### src/rtl/wt_ctrl_pkg.sv
// wt_ctrl_pkg: shared sizes, error codes and state type for weight_load_ctrl.
package wt_ctrl_pkg;
  localparam int N_NEURON = 10;
  localparam int N_BANK = 3;
  localparam int ADDR_W = 5;
  localparam int ROW_W = $clog2(N_NEURON);
  localparam logic [1:0] ERR_NONE = 2'b00;
  localparam logic [1:0] ERR_BANK = 2'b01;
  localparam logic [1:0] ERR_MATRIX = 2'b10;
  typedef enum logic [2:0] {IDLE, LOAD, FLUSH, CHECK, DONE} state_t;
endpackage

### src/rtl/wt_sym_checker.sv
// wt_sym_checker: shadows loaded rows, then checks symmetry and zero diagonal one row per cycle.
// Only built with WT_SYM_CHECK_EN defined.
`ifdef WT_SYM_CHECK_EN
module wt_sym_checker
  import wt_ctrl_pkg::*;
(
  input  logic                clk,
  input  logic                rst_n,
  input  logic                capture,
  input  logic [ROW_W-1:0]    row_idx,
  input  logic [N_NEURON-1:0] row_data,
  input  logic                clear,
  input  logic                start,
  output logic                done,
  output logic                fail
);
  logic [N_NEURON-1:0] shadow [N_NEURON];
  logic [N_NEURON-1:0] col;
  logic [ROW_W-1:0] cnt;
  logic run, acc, bad;
  always_comb begin
    for (int k = 0; k < N_NEURON; k++) col[k] = shadow[k][cnt];
    bad = (shadow[cnt] != col) || shadow[cnt][cnt];
  end
  assign done = run && cnt == ROW_W'(N_NEURON - 1);
  assign fail = acc || bad;
  always_ff @(posedge clk)
    if (capture) shadow[row_idx] <= row_data;
  always_ff @(posedge clk or negedge rst_n)
    if (!rst_n) begin
      run <= 1'b0;
      cnt <= '0;
      acc <= 1'b0;
    end else if (clear) begin
      run <= 1'b0;
    end else if (start) begin
      run <= 1'b1;
      cnt <= '0;
      acc <= 1'b0;
    end else if (run) begin
      acc <= acc || bad;
      cnt <= cnt + 1'b1;
      if (done) run <= 1'b0;
    end
endmodule
`endif

### src/rtl/weight_load_ctrl.sv
// weight_load_ctrl: streams a 10x10 Hopfield weight matrix row by row into one of three store banks.
// Define WT_SYM_CHECK_EN to verify symmetry and a zero diagonal before completion.
module weight_load_ctrl
  import wt_ctrl_pkg::*;
(
  input  logic                clk,
  input  logic                rst_n,
  input  logic                start,
  input  logic [1:0]          bank,
  input  logic                abort,
  input  logic                row_valid,
  input  logic [N_NEURON-1:0] row_data,
  output logic                row_ready,
  output logic                wt_we,
  output logic [ADDR_W-1:0]   wt_addr,
  output logic [N_NEURON-1:0] wt_data,
  output logic                busy,
  output logic                done,
  output logic                err,
  output logic [1:0]          err_code
);
  state_t state;
  logic [ROW_W-1:0] row;
  logic [ADDR_W-1:0] base;
  logic accept;
  assign row_ready = state == LOAD && !abort;
  assign accept = row_valid && row_ready;
  assign busy = state != IDLE;
  assign done = state == DONE;
`ifdef WT_SYM_CHECK_EN
  logic chk_done, chk_fail;
  wt_sym_checker u_chk (
    .clk      (clk),
    .rst_n    (rst_n),
    .capture  (accept),
    .row_idx  (row),
    .row_data (row_data),
    .clear    (abort),
    .start    (state == FLUSH && !abort),
    .done     (chk_done),
    .fail     (chk_fail)
  );
`endif
  always_ff @(posedge clk or negedge rst_n)
    if (!rst_n) begin
      state <= IDLE;
      row <= '0;
      base <= '0;
      wt_we <= 1'b0;
      wt_addr <= '0;
      wt_data <= '0;
      err <= 1'b0;
      err_code <= ERR_NONE;
    end else begin
      wt_we <= accept;
      if (accept) begin
        wt_addr <= base + ADDR_W'(row);
        wt_data <= row_data;
        row <= row + 1'b1;
      end
      case (state)
        IDLE: if (start) begin
          if (bank < 2'(N_BANK)) begin
            state <= LOAD;
            base <= ADDR_W'(bank) * ADDR_W'(N_NEURON);
            row <= '0;
            err <= 1'b0;
            err_code <= ERR_NONE;
          end else begin
            state <= DONE;
            err <= 1'b1;
            err_code <= ERR_BANK;
          end
        end
        LOAD: if (abort) state <= IDLE;
          else if (accept && row == ROW_W'(N_NEURON - 1)) state <= FLUSH;
`ifdef WT_SYM_CHECK_EN
        FLUSH: state <= abort ? IDLE : CHECK;
        CHECK: if (abort) state <= IDLE;
          else if (chk_done) begin
            state <= DONE;
            if (chk_fail) begin
              err <= 1'b1;
              err_code <= ERR_MATRIX;
            end
          end
`else
        FLUSH: state <= abort ? IDLE : DONE;
`endif
        default: state <= IDLE;
      endcase
    end
endmodule
### config.mk
export PLATFORM = sky130hd
export DESIGN_NAME = weight_load_ctrl
export DESIGN_NICKNAME = d
export VERILOG_FILES = /design/src/rtl/wt_ctrl_pkg.sv /design/src/rtl/wt_sym_checker.sv /design/src/rtl/weight_load_ctrl.sv
export SDC_FILE = /design/constraint.sdc
export NUM_CORES = 1
export LEC_CHECK = 0
export CELL_PAD_IN_SITES_DETAIL_PLACEMENT = 0
export CELL_PAD_IN_SITES_GLOBAL_PLACEMENT = 1
export CORE_MARGIN = 1
export CORE_UTILIZATION = 31
export CTS_CLUSTER_DIAMETER = 60
export DETAILED_ROUTE_END_ITERATION = 10
export PLACE_DENSITY = 0.69
export SKIP_LAST_GASP = 1
export SLEW_MARGIN = 25
export SYNTH_ARGS = -nofsm -noshare
export SYNTH_HDL_FRONTEND = slang
export SYNTH_SLANG_ARGS = --single-unit
export TNS_END_PERCENT = 20
### constraint.sdc
create_clock -name clk -period 1.71 [get_ports clk]
set_clock_uncertainty 0.15 [all_clocks]
set_input_delay 0.4275 -clock clk [delete_from_list [all_inputs] [get_ports clk]]
set_output_delay 0.4275 -clock clk [all_outputs]
set_load 0.05 [all_outputs]
**Word-level counts from Yosys, hierarchy flattened**

Cells that the tools add are included.

- Flip-flop bits (word level): 30
- Word-level logic and storage cells: 39

- Add/sub/neg operators: 2
- Multipliers: 1
- Order comparisons: 1
- Equality and inequality tests: 6
- Mux-type cells: 12
- Reduce and logical (&&, ||, !) cells: 9

Operators with widths:

| kind | count |
|---|---|
| $mux 4 | 4 |
| $mux 3 | 5 |
| $pmux 3 s3 | 1 |
| $add 5x4->5 | 1 |
| $add 4x1->4 const B | 1 |
| $eq 4x4->1 const B | 1 |
| $mul 2x3->4 const B | 1 |
| $reduce_and 2->1 | 2 |
| $eq 3x1->1 const B | 1 |
| $eq 3x2->1 const B | 1 |
| $eq 3x3->1 const B | 1 |
| $logic_and 1x1->1 | 3 |
| $logic_not 3->1 | 1 |
| $ne 3x2->1 const B | 1 |
| $reduce_and 3->1 | 1 |
| $reduce_bool 3->1 | 1 |
| $lt 2x2->1 const B | 1 |
| $mux 1 | 2 |
| $ne 2x2->1 const B | 1 |
| $logic_not 1->1 | 1 |

**Logic depth before layout (Yosys ltp)**

- Depth in word-level cells: 7
- Mapped depth: 5
- Depth with buffers taken out: 5

**Least setup slack after synthesis**

Ideal clock, no wire load.

- Path kind: register to output
- Start: register state[0]
- End: output done
- Data arrival time: 1.559 ns
- Required time: 1.132 ns
- Slack: -0.427 ns
- Stages on the path, launching flop included: 2
- Cell sequence: dfrtp_1 > nor3b_1

- Word-level cells in the longest chain between the ends: 1

Ends and longest elaborated chain:

| item | RTL line | text |
|---|---|---|
| from (decl) | weight_load_ctrl.sv:22 | `state_t state;` |
| from (signal assigned) | weight_load_ctrl.sv:88 | `FLUSH: state <= abort ? IDLE : DONE;` |
| $eq 3x3->1 | weight_load_ctrl.sv:29 | `assign done = state == DONE;` |
| to (decl) | weight_load_ctrl.sv:18 | `output logic done,` |

Every way passes these cells.

**Final worst setup path**

- Start: input abort
- End: output row_ready

- Word-level cells in the longest chain between the ends: 2

Ends and longest elaborated chain:

| item | RTL line | text |
|---|---|---|
| from (decl) | weight_load_ctrl.sv:10 | `input logic abort,` |
| $logic_not 1->1 | weight_load_ctrl.sv:26 | `assign row_ready = state == LOAD && !abort;` |
| $logic_and 1x1->1 | weight_load_ctrl.sv:26 |  |
| to (decl) | weight_load_ctrl.sv:13 | `output logic row_ready,` |

Every way passes these cells.

==> metrics.csv <==
stage,metric,value,unit
outcome,status,"complete, but fails checks",
outcome,failing checks,negative setup slack,
setup_path,Max stage delay on crit path,590,ps
final_layout,layout cells sized above 1,42.48,%
synth,Synth top area share,53.22,%
floorplan,core area,3716,µm²
grt,largest net degree at the start of global routing,27,
synth,Synth warnings,0,
placement,post-place setup slack,-533.9,ps
grt,GRT overflow,0,
synth,Post-Syn Area,1222,µm²
grt,first-pass GRT wire length,4554,µm
final_layout,antenna cells,0,
grt,GRT Resource Usage Total,14.17,%
synth,Mapped Nets,124,
setup_path,worst r2r dst,row[3],
placement,# port buffers,37,
grt,number of global-route vias before repair,976,
clocking,"Reg clk slew, reported paths",80,ps
setup_path,cell family with most CP delay,simple AND/OR/NAND/NOR gates,
synth,ys flop type,dfrtp_1,
floorplan,Starting Density,32.90,%
clocking,clock buffer depth,2,
timing,RSZ-0062 raised after global routing,yes,
timing,Hold WS,377.5,ps
job,Max-Cap Viols,0,
synth,"Seq/Total Area, Yosys",53.22,%
setup_path,crit path launch type,input port,
floorplan,Die H,64.80,µm
synth,library cells used by synthesis,30,
placement,HPWL after DPL,1885,µm
drt,Iter 0 DRT Violations,11,
final_layout,Final Non-Filler Cells,201,
drt,ANT nets after route,0,
power,Design Power,2.985,mW
setup_path,Worst Path Required,1130,ps
setup_path,WP data arrival,1470,ps
floorplan,row cnt,22,
floorplan,I/O pins,39,
synth,Post-synth EDFFs,0,
floorplan,die area,4198,µm²
synth,post-synth top area cell,dfrtp_1,
setup_path,FF-to-FF path depth,5,
timing,Final Hold Fails,0,
drt,Routed WL,2730,µm
power,peak supply drop,0.0008343,V
synth,cells after synthesis,101,
setup_path,highest fanout seen on the critical path,2,
setup_path,CP bufs+invs,3,
setup_path,CP max-delay cell,or4b_4,
setup_path,reg2reg start,state[1],
clocking,Root Driver,clkbuf_8,
placement,post-placement cell count,192,
final_layout,synth-to-layout area growth,69.09,%
timing,crit path time final,2052,ps
setup_path,r2r setup slk,-250,ps
floorplan,die span in x,64.80,µm
drt,vias per inst,4.751,
clocking,Num Clock Sinks,26,
setup_path,critical-path cell list,dlygate4sd2_1 -> or4b_4 -> inv_8 -> buf_12,
placement,global placement routability congestion,0.7297,
timing,final setup fails,24,
drt,DR DRC count,0,
timing,fmax,487.3,MHz
power,Cell Pwr Density,1444,nW/µm²
synth,synth cell count leaders,"26 x dfrtp_1, 9 x o21ai_0, 8 x a21oi_1, 7 x mux2_2",
drt,router iterations before antenna repair,2,
setup_path,Worst Setup Path Type,in -> out,
final_layout,fin nets,177,
synth,Synth area leaders,"dfrtp_1 53%, mux2_4 7.4%, mux2_2 6.4%",
clocking,htree depth,1,
clocking,clk_lat worst skew,260,ps
grt,initial antenna violation count,0,
clocking,cts bufs inserted,3,
drt,total vias in the final route,955,
clocking,CTS tree,built,
synth,synthesized flop and latch total,26,
setup_path,CP endpoint kind,output port,
timing,crit share post-route,120.0,%
timing,Total Neg Setup Slack,-4166,ps
synth,most frequent cell after synthesis,dfrtp_1,
timing,Slew Limit Fails,0,
synth,async set-reset flop share out of synthesis,100.0,%
final_layout,Fillers,310,
power,leakage power,0.9379,nW
clocking,hold buffer count at cts,0,
timing,post-route setup slack,-342.1,ps
hold_path,Hold Crit Class,in -> async,
drt,DR WL/cell,13.58,µm
synth,average instance area after synthesis,12.10,µm²
registers in the layout (all words and copies together), names as in the netlist:
register and count:
wt_data 10, base 2, err_code 1, row 4, state 3, wt_we 1, wt_addr 5
power by group:
group	switching [mW]	leakage, nW	internal (mW)	total, mW
Sequential	0.183	0.328	0.784	0.968
Combinational	0.797	0.581	0.835	1.63
Clock	0.180	0.0288	0.206	0.385
metal layers:
layer  global-route usage [%]  wire (µm)  vias to the layer above
li1                         -          -                      455
met1                    17.00       1143                      473
met2                    24.61       1434                       23
met3                    3.169        113                        4
met4                    5.000         38                        0
met5                        0          0                        -
layout make-up:
cell class	instances	area [µm²]	share of cell area, %
multi-input combinational	65	580.6	28.09
clock buffer	4	55.05	2.663
inverter	7	33.78	1.634
sequential	26	650.6	31.48
timing repair buffer	51	686.9	33.23
tap	48	60.06	2.906
stage by stage:
step,util (%),instance area [µm²]
6_report,55.62,2067
5_1_grt,55.62,2067
4_1_cts,54.21,2014
3_5_place_dp,51.55,1916
3_3_place_gp,51.55,1916
2_1_floorplan,-,1247
worst register-to-register path: stages, from the launching register on:
cell and delay (ps):
dfrtp_1 410, or4b_4 580, buf_4 170, buf_6 110
or3_1 330, a21oi_1 140
worst max path at each step:
| stage | depth (start not counted) | startpoint | slack [ps] | end |
|---|---|---|---|---|
| finish | 4 | abort | -340 | row_ready |
| global placement | 4 | abort | -510 | row_ready |
| global route | 3 | state[1] | -370 | row_ready |
| floorplan | 5 | state[1] | -160 | wt_addr[0] |
| CTS | 3 | state[1] | -330 | row_ready |
| detailed placement | 4 | start | -530 | base[2] |
repair_timing:
item / CTS / global route
pin swaps: 2 / 1
endpoints found under the setup margin: 26 / 26
gates cloned: 1 / 0
buffers inserted: 3 / 2
resized for setup: 4 / 11
kinds of logic after synthesis:
| kind of cell | after synthesis | synth area share, % |
|---|---|---|
| simple gates | 23 | 11.57 |
| fa+ha+maj | 6 | 6.755 |
| buf+inv | 11 | 4.707 |
| xor+xnor | 1 | 0.7166 |
| other cells | 1 | 0.3068 |
| mux | 13 | 13.82 |
| flops | 26 | 53.22 |
| compound gates | 20 | 8.905 |
cells in the final DEF (no fill, tap or decap), types with 2 or more instances in the layout:
master / Yosys / routed
a21oi_1: 8 / 6
nor2_1: 3 / 3
mux2_4: 6 / 6
or4b_4: 1 / 2
or3_1: 4 / 3
mux2_2: 7 / 7
buf_4: 2 / 12
ha_1: 5 / 5
nand3_1: 2 / 2
o21ai_0: 9 / 9
buf_6: 1 / 2
nand4_1: 2 / 2
buf_12: 0 / 20
nand2_1: 3 / 3
clkdlybuf4s50_1: 0 / 15
dfrtp_1: 26 / 26
clkbuf_8: 0 / 4
inv_1: 6 / 6
Power figures use the tool's default switching activity.
